[config.mk]
export PLATFORM = sky130hd
export DESIGN_NAME = ysyx_22050243_lsu_ctrl
export DESIGN_NICKNAME = d
export VERILOG_FILES = /design/src/rtl/ysyx_22050243_lsu_ctrl.sv
export SDC_FILE = /design/constraint.sdc
export NUM_CORES = 1
export LEC_CHECK = 0
export ABC_AREA = 0
export CORE_ASPECT_RATIO = 0.6
export CORE_MARGIN = 2
export CORE_UTILIZATION = 45
export DETAILED_ROUTE_END_ITERATION = 7
export GPL_TIMING_DRIVEN = 0
export PLACE_DENSITY = 0.78
export SETUP_SLACK_MARGIN = 0.2
export SYNTH_ARGS = -nofsm -noshare
export SYNTH_HDL_FRONTEND = slang
export SYNTH_SLANG_ARGS = --single-unit
[constraint.sdc]
create_clock -name clk -period 2.6 [get_ports clk]
set_input_delay 0.39 -clock clk [delete_from_list [all_inputs] [get_ports clk]]
set_output_delay 0.39 -clock clk [all_outputs]
set_load 0.05 [all_outputs]
[src/rtl/ysyx_22050243_lsu_ctrl.sv]
// ysyx_22050243_lsu_ctrl
// MEM-stage load/store sequencer for the RV64 core. It takes one operation
// from EX/MEM, screens it for misalignment and illegal funct3, issues one
// 8-byte-aligned request with byte strobes and lane-shifted store data, then
// lane-shifts and extends the load data and hands the result to WB.
//
// Handshake semantics (all three ports: EX/MEM in, dmem req, WB out):
//   A transfer happens on a rising edge where valid and ready are both high.
//   A source holding valid high keeps every payload field stable until that
//   edge; valid never drops without a transfer. The dmem response has no
//   ready: it is a one-cycle pulse consumed only while waiting for it, and it
//   must arrive at least one cycle after the request transfer.
//
// All outputs come straight from flops. The control outputs are loaded from
// the next-state decode so they always agree with the state register.
module ysyx_22050243_lsu_ctrl #(
  parameter int WIDTH = 64
) (
  input  logic             clk,
  input  logic             rst,
  // EX/MEM side
  input  logic             in_valid,
  output logic             in_ready,
  input  logic             in_mem_r,
  input  logic             in_mem_w,
  input  logic [2:0]       in_funct3,
  input  logic [WIDTH-1:0] in_addr,
  input  logic [WIDTH-1:0] in_wdata,
  // data memory port
  output logic             dmem_req_valid,
  input  logic             dmem_req_ready,
  output logic             dmem_we,
  output logic [WIDTH-1:0] dmem_addr,
  output logic [WIDTH-1:0] dmem_wdata,
  output logic [7:0]       dmem_wstrb,
  input  logic             dmem_rsp_valid,
  input  logic [WIDTH-1:0] dmem_rdata,
  // WB side
  output logic             out_valid,
  input  logic             out_ready,
  output logic [WIDTH-1:0] out_data,
  output logic             out_err,
  // status
  output logic             busy,
  output logic [1:0]       o_dbg_state
);

  typedef enum logic [1:0] {
    S_IDLE = 2'd0,
    S_REQ  = 2'd1,
    S_WAIT = 2'd2,
    S_RESP = 2'd3
  } state_t;

  state_t r_state;
  state_t w_next;

  // Latched operation attributes needed after the request has gone out.
  logic       r_is_st;
  logic [2:0] r_funct3;
  logic [2:0] r_addr_lo;

  // Registered control outputs.
  logic r_in_ready;
  logic r_req_valid;
  logic r_out_valid;
  logic r_busy;

  // Registered payload outputs.
  logic             r_we;
  logic [WIDTH-1:0] r_dmem_addr;
  logic [WIDTH-1:0] r_dmem_wdata;
  logic [7:0]       r_dmem_wstrb;
  logic [WIDTH-1:0] r_out_data;
  logic             r_out_err;

  // Decode of the incoming operation.
  logic             w_is_st;
  logic             w_is_ld;
  logic             w_is_mem;
  logic             w_misalign;
  logic             w_bad_f3;
  logic             w_err;
  logic [7:0]       w_mask;
  logic [5:0]       w_st_shamt;
  logic [WIDTH-1:0] w_st_data;
  logic [7:0]       w_st_strb;

  // Load return path.
  logic [5:0]       w_ld_shamt;
  logic [WIDTH-1:0] w_ld_sh;
  logic [WIDTH-1:0] w_ld_ext;

  // Classify the operation on the input bus: kind, size, alignment, legality.
  always_comb begin
    w_is_st    = in_mem_w;
    w_is_ld    = in_mem_r & ~in_mem_w;
    w_is_mem   = in_mem_r | in_mem_w;
    w_misalign = 1'b0;
    w_mask     = 8'h01;
    case (in_funct3[1:0])
      2'b00: begin w_misalign = 1'b0;              w_mask = 8'h01; end
      2'b01: begin w_misalign = in_addr[0];        w_mask = 8'h03; end
      2'b10: begin w_misalign = |in_addr[1:0];     w_mask = 8'h0F; end
      default: begin w_misalign = |in_addr[2:0];   w_mask = 8'hFF; end
    endcase
    // Stores have no unsigned variants; 111 is the only unused load encoding.
    w_bad_f3   = w_is_st ? in_funct3[2] : (w_is_ld && (in_funct3 == 3'b111));
    w_err      = w_is_mem & (w_bad_f3 | w_misalign);
    w_st_shamt = {in_addr[2:0], 3'b000};
    w_st_data  = in_wdata << w_st_shamt;
    w_st_strb  = w_mask << in_addr[2:0];
  end

  // Bring the addressed bytes of the read beat down to bit 0 and extend them.
  always_comb begin
    w_ld_shamt = {r_addr_lo, 3'b000};
    w_ld_sh    = dmem_rdata >> w_ld_shamt;
    case (r_funct3)
      3'b000:  w_ld_ext = {{(WIDTH-8){w_ld_sh[7]}},   w_ld_sh[7:0]};
      3'b001:  w_ld_ext = {{(WIDTH-16){w_ld_sh[15]}}, w_ld_sh[15:0]};
      3'b010:  w_ld_ext = {{(WIDTH-32){w_ld_sh[31]}}, w_ld_sh[31:0]};
      3'b100:  w_ld_ext = {{(WIDTH-8){1'b0}},         w_ld_sh[7:0]};
      3'b101:  w_ld_ext = {{(WIDTH-16){1'b0}},        w_ld_sh[15:0]};
      3'b110:  w_ld_ext = {{(WIDTH-32){1'b0}},        w_ld_sh[31:0]};
      default: w_ld_ext = w_ld_sh;
    endcase
  end

  // Next-state decode; errors and no-ops bypass the memory entirely.
  always_comb begin
    w_next = r_state;
    case (r_state)
      S_IDLE: begin
        if (in_valid) begin
          if (w_err || !w_is_mem) w_next = S_RESP;
          else                    w_next = S_REQ;
        end
      end
      S_REQ:   if (dmem_req_ready) w_next = S_WAIT;
      S_WAIT:  if (dmem_rsp_valid) w_next = S_RESP;
      default: if (out_ready)      w_next = S_IDLE;
    endcase
  end

  // State register and the control outputs that follow it.
  always_ff @(posedge clk) begin
    if (rst) begin
      r_state     <= S_IDLE;
      r_in_ready  <= 1'b1;
      r_req_valid <= 1'b0;
      r_out_valid <= 1'b0;
      r_busy      <= 1'b0;
    end else begin
      r_state     <= w_next;
      r_in_ready  <= (w_next == S_IDLE);
      r_req_valid <= (w_next == S_REQ);
      r_out_valid <= (w_next == S_RESP);
      r_busy      <= (w_next != S_IDLE);
    end
  end

  // Payload registers: request fields load at accept and hold through REQ,
  // result fields load on entry to RESP and clear when WB takes them.
  always_ff @(posedge clk) begin
    if (rst) begin
      r_is_st      <= 1'b0;
      r_funct3     <= 3'b000;
      r_addr_lo    <= 3'b000;
      r_we         <= 1'b0;
      r_dmem_addr  <= '0;
      r_dmem_wdata <= '0;
      r_dmem_wstrb <= 8'h00;
      r_out_data   <= '0;
      r_out_err    <= 1'b0;
    end else begin
      case (r_state)
        S_IDLE: begin
          if (in_valid) begin
            r_is_st   <= w_is_st;
            r_funct3  <= in_funct3;
            r_addr_lo <= in_addr[2:0];
            if (w_is_mem && !w_err) begin
              r_we         <= w_is_st;
              r_dmem_addr  <= {in_addr[WIDTH-1:3], 3'b000};
              r_dmem_wdata <= w_st_data;
              r_dmem_wstrb <= w_is_st ? w_st_strb : 8'h00;
            end else begin
              r_out_data <= '0;
              r_out_err  <= w_err;
            end
          end
        end
        S_WAIT: begin
          if (dmem_rsp_valid) begin
            r_out_data <= r_is_st ? '0 : w_ld_ext;
            r_out_err  <= 1'b0;
          end
        end
        S_RESP: begin
          if (out_ready) begin
            r_out_data <= '0;
            r_out_err  <= 1'b0;
          end
        end
        default: begin
        end
      endcase
    end
  end

  assign in_ready       = r_in_ready;
  assign dmem_req_valid = r_req_valid;
  assign dmem_we        = r_we;
  assign dmem_addr      = r_dmem_addr;
  assign dmem_wdata     = r_dmem_wdata;
  assign dmem_wstrb     = r_dmem_wstrb;
  assign out_valid      = r_out_valid;
  assign out_data       = r_out_data;
  assign out_err        = r_out_err;
  assign busy           = r_busy;
  assign o_dbg_state    = r_state;

endmodule

==> results.md, run 1 <==
- Status: finished, final reports clean
- Worst path max stage delay: 0.53 ns
- TritonCTS Buffers: 21
- Die W: 206 microns
- Final Slew Violations: 0
- Area contributors post-synth: dfxtp_1, mux2i_1, nand2_1, a21oi_1, mux2_2
- Port bufs: 405
- Slew at the pin with the worst max-slew slack: 0.889 ns
- 1st-iter DRT viols: 1179
- Hold Violations, Final: 0
- Count leader, synth: nand2_1
- Die ar.: 25700 sq um
- Final HPWL DP: 41100 microns
- Share of cells above drive strength 1: 12.2%
- Vias per cell: 5.89
- Total power after layout: 0.00937 W
- First-pass GRT wire length: 74500 microns
- Reg-to-reg setup timing slack: 0.16 ns
- Setup TNS: 0 ns
- Drt total wl: 51700 microns
- Drt first pass iters: 5
- Layout overhead on the synthesized area: 49.1%
- Critical path fanouts, max: 10
- Clock-pin slew on the worst setup and hold paths: 0.07 ns
- Leak: 5.88 nW
- Global-route usage over all layers: 39.0%
- Max Cap Violations: 0
- Largest net degree at the start of global routing: 15
- Core Box Area: 24100 sq um
- Cell Area, Synth: 11000 sq um
- Area leader, netlist: dfxtp_1
- Mean Syn Cell Area: 8.41 sq um
- Fillers: 1959
- Yosys synthesis warning count: 0
- H-tree depth: 1
- Setup Skew: 0.00726 ns
- Starting density of the core: 45.6%
- Post-synth cell types: 59
- Final ANT Viol Nets: 0
- FF/Latch Area: 4240 sq um
- Hold WC Path Type: in2reg
- Async set or reset register ratio after synthesis: 0%
- Fin crit period: 2.44 ns
- Skew-Pair Late Insertion Delay: 0.52 ns
- Final GP Congestion: 1.02
- CTS Sinks: 212
- Core Util, Final: 67.9%
- VDD IR max: 0.433 mV
- EDFF count, synth: 0
- Routed wire per std cell: 24.9 microns
- RSZ-0062 raised after global routing: true
- Critical path arrival: 2.84 ns
- Setup crit start kind: register
- Vias in the first global route: 11600
- Critical path capture point type: register
- Fin Hold WS: 0.416 ns
- CTS tree: done
- Seq/Total Area, Yosys: 38.7%
- Final nets: 1941
- CP max stage cell: clkbuf_1
- Synth top cells by count: nand2_1, dfxtp_1, a21oi_1
- Die Ht: 125 microns
- FMAX: 410 MHz
- Max clock buf depth: 3
- Pwr Density: 573 nW/um^2
- Total I/O pin count: 411
- # rows: 44
- Grt ovf: 0
- Critical path data required time: 3.00 ns
- Main synth FF type: dfxtp_1
- Via count: 12200
- Crit path max-delay family: buffers and inverters
- Clk root buf: clkbuf_16
- Initial antenna violation count: 10
- CP Buf/Inv Count: 3
- Cell breakdown of the critical path: buf_4 > buf_2 > clkbuf_1 > nand2_1 > nand3_1 > a21oi_1 > a211o_1
- Period utilisation layout: 93.7%
- Critical path class: reg2reg
- Seq cells post-synth: 212
- Post-synth top area share: 38.7%
- DRC Markers: 0
- Number of setup violations in the final report: 0
- Cells after Synth: 1304
- Multi-input gate area: 6290 sq um
- Worst slew margin: 40.7%
- Cts hold-fix bufs: 0
==> cell usage in the layout, fill, tap and decap left out, types with 4 or more instances in the layout <==
cell,instances
clkbuf_4,5
clkbuf_2,8
buf_2,35
or3_1,10
a21oi_1,147
o211ai_1,14
a21oi_2,12
nand3_1,17
a211o_1,18
o22ai_1,8
nand2b_1,4
nor2b_1,13
buf_4,12
mux4_2,17
nor2_1,104
inv_1,5
nand2_1,237
nor3_2,6
buf_1,6
buf_6,8
mux2i_1,88
mux2_2,53
a211oi_1,32
clkdlybuf4s50_1,405
clkbuf_16,21
a221o_1,7
nor3_1,17
a2bb2oi_1,17
o21a_1,9
clkbuf_1,55
diode_2,7
dfxtp_1,212
o21ai_0,48
a2bb2oi_2,6
nand3b_1,16
o31ai_1,16
==> routing by layer <==
layer	share of wire, %	GRT usage (%)	up-vias	routed length, microns
li1	-	-	5512	-
met1	45	57.6	5887	23500
met2	38	49.2	742	19700
met3	14	17.6	93	7070
met4	2.4	11.4	8	1220
met5	0.42	5.64	-	216
==> layout make-up <==
class | instances | area share, %
diodes | 7 | 0.107
repair buffers | 409 | 25.0
well taps | 322 | 2.47
plain buffers | 122 | 3.80
clock buffers | 27 | 3.54
multi-input cells | 966 | 38.5
inverters | 6 | 0.138
clock inverters | 6 | 0.505
flip-flops and latches | 212 | 26.0
==> registers in the layout (all words and copies together) (netlist names) <==
signal and count:
busy 1, dmem_addr 61, dmem_req_valid 1, dmem_wdata 64, dmem_we 1, dmem_wstrb 8, in_ready 1, o_dbg_state 2
out_data 64, out_err 1, out_valid 1, r_addr_lo 3, r_funct3 3, r_is_st 1
==> worst paths after layout <==
| path | startpoint | cells after the start | endpoint |
|---|---|---|---|
| min reg2reg | dmem_wdata[31] | 2 | dmem_wdata[31] |
| max | r_addr_lo[0] | 7 | out_data[23] |
| max reg2reg | r_addr_lo[0] | 7 | out_data[23] |
| min | in_addr[13] | 3 | dmem_addr[13] |
==> through the flow <==
stage	std cells	instance area (sq um)	worst slack, ns
final	2077	16300	0.164
after global routing	2077	16300	0.186
after CTS	2068	16200	0.196
after detailed placement	2033	15400	-0.891
after global placement	2033	15400	-0.874
after floorplan	1306	11000	0.445
==> worst register-to-register path, stage by stage (launching register included) <==
cell	delay, ns
dfxtp_1	0.48
buf_4	0.28
buf_2	0.31
clkbuf_1	0.53
nand2_1	0.10
nand3_1	0.10
a21oi_1	0.22
a211o_1	0.29
==> cells by family after synthesis <==
| family | count (synthesis) | synth area share [%] |
|---|---|---|
| and+or+nand+nor | 442 | 17.8 |
| AOI/OAI and AO/OA | 360 | 20.6 |
| DFF | 212 | 38.7 |
| muxes | 160 | 17.2 |
| buffers and inverters | 128 | 5.53 |
| xor gates and xnor gates | 1 | 0.0799 |
| other | 1 | 0.0342 |
==> power by group <==
part	switching [W]	internal, W
clock network	0.00132	0.00175
registers	0.0000919	0.00340
logic	0.00173	0.00106
total	0.00315	0.00622
==> what timing repair did <==
action / in CTS / in global routing
pin swaps: 1 / 2
buffers inserted: 2 / 2
endpoints found under the setup margin: 130 / 137
gates resized for setup: 22 / 32
Note: power is estimated with default switching activity, not from simulation.
==> run 2: changes to the inputs <==
Settings changed: GPL_TIMING_DRIVEN 0 to unset.
==> results.md, run 2 (synthesized netlist as in run 1, its figures left out) <==
- VDD IR max: 0.373 mV (-14%)
- Critical path fanouts, max: 16 (+6)
- CP Buf/Inv Count: 2 (-1)
- Cell breakdown of the critical path: buf_4 > mux4_2 > nor4b_4 > nor3_4 > buf_12 > o31ai_1
- Clock-pin slew on the worst setup and hold paths: 0.07 ns (about the same)
- Vias in the first global route: 10800 (-7.2%)
- Pre-CTS setup slack: -0.411 ns (+0.481 ns)
- Fin crit period: 2.34 ns (-0.101 ns)
- Core Box Area: 24100 sq um (unchanged)
- Critical path arrival: 2.74 ns (-0.10 ns)
- Global-route usage over all layers: 33.7% (-5.3 points)
- CTS tree: done
- Die ar.: 25700 sq um (unchanged)
- RSZ-0062 raised after global routing: true
- Routed wire per std cell: 22.1 microns (-11%)
- Layout overhead on the synthesized area: 48.7%
- FMAX: 428 MHz (+4.3%)
- Critical path class: reg2reg
- Period utilisation layout: 89.8% (-3.9 points)
- Total power after layout: 0.00929 W (-0.82%)
- Crit path max-delay family: multiplexers
- Slew at the pin with the worst max-slew slack: 0.864 ns (-0.0257 ns)
- Number of setup violations in the final report: 0 (unchanged)
- Hold WC Path Type: in2reg
- First-pass GRT wire length: 66100 microns (-11%)
- Die Ht: 125 microns (unchanged)
- Status: finished, final reports clean
- Worst path max stage delay: 0.56 ns (+0.03 ns)
- 1st-iter DRT viols: 1072 (-9.1%)
- Setup crit start kind: register
- Clk root buf: clkbuf_16
- Via count: 11400 (-6.7%)
- TritonCTS Buffers: 21 (unchanged)
- # rows: 44 (unchanged)
- Share of cells above drive strength 1: 11.8% (-0.40 points)
- Critical path data required time: 3.01 ns (about the same)
- Drt total wl: 44600 microns (-14%)
- Starting density of the core: 45.6% (unchanged)
- Max Cap Violations: 0 (unchanged)
- Leak: 5.91 nW (+0.47%)
- Initial antenna violation count: 4 (-6)
- CP max stage cell: mux4_2
- Pwr Density: 570 nW/um^2 (-0.57%)
- Most frequent cells in the layout: clkdlybuf4s50_1, nand2_1, dfxtp_1, a21oi_1, nor2_1
- Critical path capture point type: register
- Cts hold-fix bufs: 0 (unchanged)
- Setup Skew: 0.00813 ns (+0.000865 ns)
- Largest net degree at the start of global routing: 77 (+62)
- Grt ovf: 0 (unchanged)
- Final GP Congestion: 0.946 (-7.4%)
- Skew-Pair Late Insertion Delay: 0.50 ns (-0.02 ns)
- Final std cell area, no fill: 16300 sq um (-0.25%)
- DRC Markers: 0 (unchanged)
- Final Slew Violations: 0 (unchanged)
- Hold Violations, Final: 0 (unchanged)
- Commonest non-fill, non-tap cell in the layout: clkdlybuf4s50_1
- CTS Sinks: 212 (unchanged)
- Total I/O pin count: 411 (unchanged)
- Max clock buf depth: 3 (unchanged)
- Fin Hold WS: 0.339 ns (-0.0770 ns)
- Vias per cell: 5.65 (-4.1%)
- Drt first pass iters: 6 (+1)
- Worst slew margin: 42.4% (+1.7 points)
- H-tree depth: 1 (unchanged)
- DP Area: 15500 sq um (+0.50%)
- Port bufs: 407 (+0.49%)
- Final HPWL DP: 34000 microns (-17%)
- Final nets: 1887 (-2.8%)
- Die W: 206 microns (unchanged)
- Final ANT Viol Nets: 0 (unchanged)
- Final worst setup slack: 0.265 ns (+0.101 ns)
[run 2: cell types whose count changed in the layout (fill, tap and decap cells not counted), sizes merged]
cell | before | now
clkbuf | 92 | 30
buf | 61 | 73
diode | 7 | 3
clkdlybuf4s50 | 405 | 403
clkinv | 4 | 5
clkinvlp | 1 | 0
nor3 | 23 | 24
[run 2: final timing paths]
| check | to | slack (ns) | cells after the start | start |
|---|---|---|---|---|
| max | out_data[57] | 0.26 | 6 | r_addr_lo[2] |
| min | out_data[62] | 0.34 | 4 | rst |
| max reg2reg | out_data[57] | 0.26 | 6 | r_addr_lo[2] |
| min reg2reg | dmem_addr[61] | 0.45 | 2 | dmem_addr[61] |
[run 2: metrics by stage]
| stage | setup TNS [ns] | cells | util (%) |
|---|---|---|---|
| 2_1_floorplan | 0 | 1306 | - |
| 3_3_place_gp | -9.36 | 1979 | 64.4 |
| 6_report | 0 | 2022 | 67.8 |
| 3_5_place_dp | -9.98 | 1979 | 64.4 |
| 5_1_grt | 0 | 2022 | 67.8 |
| 4_1_cts | 0 | 2016 | 67.4 |
[run 2: cell type report]
type	instances	area (sq um)
diodes	3	7.51
repair buffers	476	4720
multi-input cells	967	6200
inverters	6	22.5
flip-flops and latches	212	4250
well taps	322	403
clock inverters	6	87.6
clock buffers	30	609
fillers	1938	7760
[run 2: routing by layer]
| metal | share of wire, % | track usage, % | up-vias |
|---|---|---|---|
| li1 | - | - | 5402 |
| met1 | 45 | 50.2 | 5410 |
| met2 | 41 | 46.6 | 542 |
| met3 | 12 | 10.5 | 71 |
| met4 | 2.8 | 9.27 | 2 |
| met5 | 0.018 | 0 | - |
[run 2: worst reg2reg max path: stages (launching register included)]
cell	delay [ns]
dfxtp_1	0.44
buf_4	0.23
mux4_2	0.56
nor4b_4	0.45
nor3_4	0.10
buf_12	0.19
o31ai_1	0.27
[run 2: power breakdown]
group	total [W]	switching (W)	internal [W]
Sequential	0.00352	0.000122	0.00340
Clock	0.00313	0.00130	0.00183
Combinational	0.00264	0.00155	0.00109
[run 2: repair_timing]
| action | 4_1_cts | 5_1_grt |
|---|---|---|
| pin swaps | 1 | 2 |
| gates cloned | 1 | 0 |
| resized for setup | 2 | 6 |
| setup endpoints to repair | 32 | 38 |
| setup buffers | 0 | 3 |
==> run 3: changes to the inputs <==
Settings changed: CORE_MARGIN 2 to 3, GPL_ROUTABILITY_DRIVEN set to 0.
==> results.md, run 3 (synthesized netlist as in run 1, its figures left out) <==
- Vias per cell: 5.66 (about the same)
- Final nets: 1868 (-1.0%)
- Leak: 5.86 nW (-0.79%)
- Total I/O pin count: 411 (unchanged)
- Commonest non-fill, non-tap cell in the layout: clkdlybuf4s50_1
- Routed wire per std cell: 22.0 microns (-0.36%)
- DRC Markers: 0 (unchanged)
- Final Slew Violations: 0 (unchanged)
- Starting density of the core: 46.6% (+1.1 points)
- Max clock buf depth: 3 (unchanged)
- DP Area: 15400 sq um (-0.65%)
- Number of setup violations in the final report: 0 (unchanged)
- Global-route usage over all layers: 31.7% (-2.1 points)
- Largest net degree at the start of global routing: 76 (-1.3%)
- Worst slew margin: 37.5% (-5.0 points)
- Multi-input gate area: 6160 sq um (-0.79%)
- Hold Violations, Final: 0 (unchanged)
- 1st-iter DRT viols: 1087 (+1.4%)
- Vias in the first global route: 10700 (-0.59%)
- R2R depth: 5 (-1)
- Clk root buf: clkbuf_16
- # rows: 43 (-2.3%)
- FF/Latch Area: 4250 sq um (about the same)
- TritonCTS Buffers: 22 (+4.8%)
- Total power after layout: 0.00971 W (+4.6%)
- Share of cells above drive strength 1: 10.9% (-0.89 points)
- CTS tree: done
- Final ANT Viol Nets: 0 (unchanged)
- Pwr Density: 598 nW/um^2 (+5.0%)
- Initial antenna violation count: 1 (-3)
- Status: finished, final reports clean
- Max Cap Violations: 0 (unchanged)
- Drt total wl: 43900 microns (-1.6%)
- Drt first pass iters: 5 (-1)
- Final HPWL DP: 33100 microns (-2.6%)
- Most frequent cells in the layout: clkdlybuf4s50_1, nand2_1, dfxtp_1, a21oi_1, nor2_1
- Fin crit period: 2.41 ns (+0.0739 ns)
- Core Box Area: 23500 sq um (-2.3%)
- Hold Path Depth: 2 (-2)
- Setup TNS: 0 ns (unchanged)
- FMAX: 415 MHz (-3.1%)
- Critical path fanouts, max: 35 (+19)
- Critical path class: reg2reg
- Cts hold-fix bufs: 0 (unchanged)
- Port bufs: 407 (unchanged)
- Slew at the pin with the worst max-slew slack: 0.935 ns (+0.0710 ns)
- Fin Hold WS: 0.128 ns (-0.211 ns)
- Die W: 208 microns (+0.97%)
- Grt ovf: 0 (unchanged)
- H-tree depth: 1 (unchanged)
- Setup Skew: 0.0221 ns (+0.0140 ns)
- First-pass GRT wire length: 65300 microns (-1.1%)
- Via count: 11300 (-1.2%)
- Skew-Pair Late Insertion Delay: 0.53 ns (+0.03 ns)
- Critical path data required time: 3.01 ns (about the same)
- Hold WC Path Type: in2reg
- Core Util, Final: 69.0% (+1.3 points)
- Clock-pin slew on the worst setup and hold paths: 0.07 ns (about the same)
- RSZ-0062 raised after global routing: false
- Setup crit start kind: register
- Critical path capture point type: register
- Fillers: 1860 (-4.0%)
- VDD IR max: 0.435 mV (+17%)
- Die Ht: 127 microns (+1.6%)
- Period utilisation layout: 92.7% (+2.8 points)
- CTS Sinks: 212 (unchanged)
- Final std cell area, no fill: 16200 sq um (-0.43%)
- Critical path arrival: 2.82 ns (+0.08 ns)
- Layout overhead on the synthesized area: 48.0%
- Die ar.: 26300 sq um (+2.6%)
## run 3: repair_timing
item | 4_1_cts | 5_1_grt
buffers inserted | 0 | 0
setup endpoints to repair | 1 | 1
endpoints found under the hold margin | 0 | 0
resized for setup | 1 | 1
## run 3: metal layers
metal | global-route usage, % | part of all wire (%)
met3 | 10.9 | 11
met4 | 7.10 | 2.2
met5 | 0 | 0
met2 | 45.0 | 41
met1 | 46.2 | 45
## run 3: final timing paths
| check | from | end | slack (ns) |
|---|---|---|---|
| setup reg to reg | r_addr_lo[1] | out_data[8] | 0.19 |
| setup / recovery | r_addr_lo[1] | out_data[8] | 0.19 |
| hold / removal | rst | out_err | 0.13 |
| hold reg to reg | out_data[59] | out_data[59] | 0.45 |
## run 3: final cells by class
| type | count | share of cell area [%] |
|---|---|---|
| diodes | 1 | 0.0154 |
| well taps | 315 | 2.43 |
| clock buffers | 27 | 3.82 |
| clock inverters | 12 | 1.26 |
| flip-flops and latches | 212 | 26.2 |
| multi-input cells | 966 | 37.9 |
| repair buffers | 457 | 28.3 |
| inverters | 6 | 0.139 |
## run 3: per-stage QoR
step                      worst slack [ns]  instances
after CTS                            0.295       1995
final                                0.191       1996
after detailed placement            0.0566       1956
after global placement               0.124       1956
after floorplan                      0.445       1306
after global routing                 0.204       1996
## run 3: critical path, stage by stage, from the launching register on
cell and delay (ns):
dfxtp_2 0.55, buf_12 0.28, mux2i_1 0.26, a2bb2oi_1 0.65, mux2i_1 0.18, a221o_1 0.37
## run 3: report_power, final
part | switching, W | internal [W] | total [W] | leakage [nW]
logic | 0.00151 | 0.00105 | 0.00256 | 3.75
registers | 0.000118 | 0.00340 | 0.00352 | 1.72
clock network | 0.00142 | 0.00221 | 0.00363 | 0.394
total | 0.00306 | 0.00666 | 0.00971 | 5.86
